## src/rtl/serial_adder_ctrl.sv

```systemverilog
// rtl/serial_adder_ctrl.sv - bit-serial add sequencer: one full-adder cell, LSB first, start/done handshake
// Optional macro SERIAL_ADDER_SUB_EN adds a sub port (A - B via inverted B and a forced carry-in).
module serial_adder_ctrl #(
  parameter int WIDTH = 8
) (
  input  logic             clk,
  input  logic             rst,
  input  logic             start,
`ifdef SERIAL_ADDER_SUB_EN
  input  logic             sub,
`endif
  input  logic [WIDTH-1:0] a_in,
  input  logic [WIDTH-1:0] b_in,
  input  logic             cin_in,
  output logic             busy,
  output logic             done,
  output logic [WIDTH-1:0] sum_out,
  output logic             cout
);

  localparam int CW = $clog2(WIDTH);
  localparam logic [CW-1:0] LAST = CW'(WIDTH - 1);

  typedef enum logic [1:0] {IDLE, RUN, DONE} state_e;

  state_e           state_q, state_d;
  logic [WIDTH-1:0] a_q, b_q, res_q, sum_q;
  logic [CW-1:0]    cnt_q;
  logic             carry_q, cout_q;
  logic             fa_s, fa_c;
  logic             accept, last;
  logic [WIDTH-1:0] b_cap, res_next;
  logic             c_cap;

  assign fa_s     = a_q[0] ^ b_q[0] ^ carry_q;
  assign fa_c     = (a_q[0] & b_q[0]) | (carry_q & (a_q[0] ^ b_q[0]));
  assign res_next = {fa_s, res_q[WIDTH-1:1]};
  assign accept   = (state_q == IDLE) && start;
  assign last     = (state_q == RUN) && (cnt_q == LAST);

`ifdef SERIAL_ADDER_SUB_EN
  // Subtract as A + ~B + 1; cin_in is ignored when sub is set.
  assign b_cap = sub ? ~b_in : b_in;
  assign c_cap = sub | cin_in;
`else
  assign b_cap = b_in;
  assign c_cap = cin_in;
`endif

  always_ff @(posedge clk) begin
    if (rst) state_q <= IDLE;
    else     state_q <= state_d;
  end

  always_comb begin
    state_d = state_q;
    case (state_q)
      IDLE:    if (start) state_d = RUN;
      RUN:     if (last)  state_d = DONE;
      DONE:    state_d = IDLE;
      default: state_d = IDLE;
    endcase
  end

  always_comb begin
    busy = (state_q != IDLE);
    done = (state_q == DONE);
  end

  always_ff @(posedge clk) begin
    if (rst) begin
      a_q     <= '0;
      b_q     <= '0;
      res_q   <= '0;
      sum_q   <= '0;
      cnt_q   <= '0;
      carry_q <= 1'b0;
      cout_q  <= 1'b0;
    end else if (accept) begin
      a_q     <= a_in;
      b_q     <= b_cap;
      carry_q <= c_cap;
      cnt_q   <= '0;
    end else if (state_q == RUN) begin
      a_q     <= a_q >> 1;
      b_q     <= b_q >> 1;
      res_q   <= res_next;
      carry_q <= fa_c;
      cnt_q   <= cnt_q + CW'(1);
      if (last) begin
        sum_q  <= res_next;
        cout_q <= fa_c;
      end
    end
  end

  assign sum_out = sum_q;
  assign cout    = cout_q;

endmodule

```

## config.mk

```make
export PLATFORM = sky130hd
export DESIGN_NAME = serial_adder_ctrl
export DESIGN_NICKNAME = d
export VERILOG_FILES = /design/src/rtl/serial_adder_ctrl.sv
export SDC_FILE = /design/constraint.sdc
export NUM_CORES = 1
export LEC_CHECK = 0
export CORE_AREA = 5 5 73 75
export DETAILED_ROUTE_END_ITERATION = 7
export DIE_AREA = 0 0 78 80
export HOLD_SLACK_MARGIN = 0.05
export PLACE_DENSITY = 0.64
export SLEW_MARGIN = 10
export SYNTH_ARGS = -nofsm -noshare
export SYNTH_HDL_FRONTEND = slang
export SYNTH_SLANG_ARGS = --single-unit
```

## constraint.sdc

```tcl
create_clock -name clk -period 3.8 [get_ports clk]
set_clock_uncertainty 0.15 [all_clocks]
set_input_delay 0.57 -clock clk [delete_from_list [all_inputs] [get_ports clk]]
set_output_delay 0.57 -clock clk [all_outputs]
set_load 0.005 [all_outputs]
```

==> impl_metrics.tcl <==
set metrics [dict create \
    outcome "complete, no violations" \
    htree_levels 2 \
    muxShareOfSynthArea_pct 1.22 \
    use_met2_pct 19.2 \
    critPathBufInv 1 \
    ios 31 \
    synth-xor-area-share_pct 0.534 \
    grt_pass1_wl_mm 5.98 \
    hpwl_mm 2.22 \
    cp_slowest_cell "dfxtp_1" \
    gp_congestion 0.749 \
    crit_path_max_incr_delay_ns 0.57 \
    syn_nets 216 \
    synth-compound-area-share_pct 19.7 \
    synth_cell_types 32 \
    final_cell_mix "38 x dfxtp_1, 37 x nand2_1, 33 x a21oi_1" \
    remaining_drc_errors 0 \
    syn_area_um2 1640 \
    drv_cap 0 \
    synth-simple-area-share_pct 22.0 \
    antenna_found_initial 0 \
    crit_required_ns 3.08 \
    postRouteAntennaNets 0 \
    ir_drop_mv 0.175 \
    worst-setup-path-type "flop to primary output" \
    fillers 487 \
    avgViaCountPerCell 5.05 \
    grt_overflow 0 \
    cts_num_sinks 38 \
    fin_crit_sh_pct 59.6 \
    cts_buffer_depth 2 \
    cp_max_fo 14 \
    hold_viol 0 \
    wl_per_cell_um 12.8 \
    path_cells "nor2b_1 -> clkdlybuf4s50_1" \
    cts_buffers 5 \
    yosysWarnings 0 \
    synth_top_family_by_area "simple AND/OR/NAND/NOR gates" \
    async_reset_ff_share_pct 0 \
    postCtsSetupBuffers 0 \
    nNetsFinal 237 \
    grt_pass1_vias 1321 \
    p_leak_nw 0.708 \
    rows 25 \
    rrSetupSlack_ns 1.67 \
    worstPathArrival_ns 1.54 \
    met1_usage_pct 14.4 \
    fp.dieW_um 78 \
    tightest_slew_ns 1.03 \
    crit_family "flip-flops" \
    area_delta_synth_final_pct 22.6 \
    multi_input_area_um2 758 \
    power.total_w 0.000866 \
    layout_commonest_cell "dfxtp_1" \
    rsz0062_at_grt "false" \
    die_h_um 80 \
    globalRoute.busiestLayer "met2" \
    clock_latency_ns 0.29 \
    yosys_most_used_dff "dfxtp_1" \
    fmax_ghz 0.442 \
    cp-end-kind "primary output" \
    cts_root_buf "clkbuf_8" \
    slew_violations 0 \
    core_um2 4600 \
    critPathLaunchType "flop" \
    syn_inst 193 \
    hold_class "flop to flop" \
    dr.pass1.iters 4 \
    postCtsHoldBufs 0 \
    power.density_nw_per_um2 430 \
    setup_viol 0 \
    grt_use_total_pct 11.9 \
    cts_tree "done" \
    synthAdderAreaFrac_pct 2.74 \
    cts_resized 0 \
    diodes 0 \
    synth-seq-area-share_pct 46.3 \
    die_area_um2 6240 \
    synth.avg_cell_area_um2 8.51 \
    dr.first_iter.drc_count 58 \
    ys_ff_latch 38 \
    drive_gt1_share_pct 7.44 \
    max-slew-margin-rel_pct 31.5 \
    fin_tns_setup_ns 0 \
    ff_latch_area_um2 761 \
    dr_total_vias 1359 \
    start_util_pct 35.7 \
    synth_edf_count 0 \
    routed_wl_mm 3.44 \
    grt_start_max_net_pins 31 \
    clkTransAtPathRegs_ns 0.07 \
    use_met3_pct 4.18 \
    period_minus_slack_ns 2.26 \
    port_buffers 30 \
]
[cells by family (layout without fill, tap and decap cells)]
kind of cell | count (synthesis) | in the layout
flip-flops | 38 | 38
XOR/XNOR | 1 | 1
multiplexers | 2 | 2
adder cells (fa/ha/maj) | 3 | 3
AND/OR/NAND/NOR | 78 | 78
AO/OA/AOI/OAI | 51 | 51
buffers and inverters | 20 | 42
[synth_stat cells, drive strengths merged, types with 3 or more instances]
master | n | area share [%]
inv | 3 | 0.69
clkbuf | 5 | 1.1
nand3 | 11 | 3.4
buf | 12 | 5.6
nor2 | 16 | 3.8
dfxtp | 38 | 46
nor3 | 4 | 1.2
nand2 | 37 | 8.5
o221a | 3 | 2.1
a211oi | 10 | 4.6
a21oi | 33 | 10
[where the power goes]
| part | switching (W) | leakage (nW) | total [W] | internal, W |
|---|---|---|---|---|
| sequential | 0.0000147 | 0.311 | 0.000433 | 0.000418 |
| combinational | 0.0000521 | 0.345 | 0.000102 | 0.0000497 |
| clock | 0.000135 | 0.0524 | 0.000332 | 0.000196 |
| total | 0.000202 | 0.708 | 0.000866 | 0.000664 |
[path summary, 6_finish.rpt]
kind,from,to,cells past startpoint
setup reg to reg,state_q[0]$_SDFFE_PP0P_,a_q[4]$_SDFFE_PP0P_,3
setup / recovery,state_q[1]$_SDFFE_PP0P_,done,2
hold reg to reg,sum_out[3]$_SDFFE_PP0P_,sum_out[3]$_SDFFE_PP0P_,2
hold / removal,sum_out[3]$_SDFFE_PP0P_,sum_out[3]$_SDFFE_PP0P_,2
[metal layers]
layer / share of wire [%] / up-vias
met1: 49 / 630
met2: 44 / 25
li1: - / 698
met3: 5.2 / 6
met4: 2.2 / 0
met5: 0 / -
[state kept, by name, indices dropped and copies added (netlist names)]
register and cells:
cout 1, cnt_q 3, b_q 8, sum_out 8, state_q 2, res_q 7, carry_q 1, a_q 8
[area by class of cell]
| type | instances | area share, % |
|---|---|---|
| Sequential cell | 38 | 37.8 |
| Multi-Input combinational cell | 135 | 37.7 |
| Timing Repair Buffer | 31 | 15.3 |
| Clock buffer | 7 | 3.79 |
| Tap cell | 54 | 3.36 |
| Clock inverter | 1 | 1.49 |
| Inverter | 3 | 0.560 |
[worst register-to-register path, stage by stage (launching register included)]
cell and delay (ns):
dfxtp_1 0.57, and2b_1 0.87, nand2_1 0.16, a311oi_2 0.28
[stage by stage]
step                std cells  util [%]  hold slack, ns  area [um2]  setup WS, ns
floorplan                 193         -           0.287        1640          2.10
global placement          261      41.4           0.295        1910          1.38
detailed placement        261      41.4           0.296        1910          1.35
CTS                       269      43.8           0.306        2010          1.51
global route              269      43.8           0.328        2010          1.44
finish                    269      43.8           0.304        2010          1.54
Note: power is estimated with default switching activity, not from simulation.
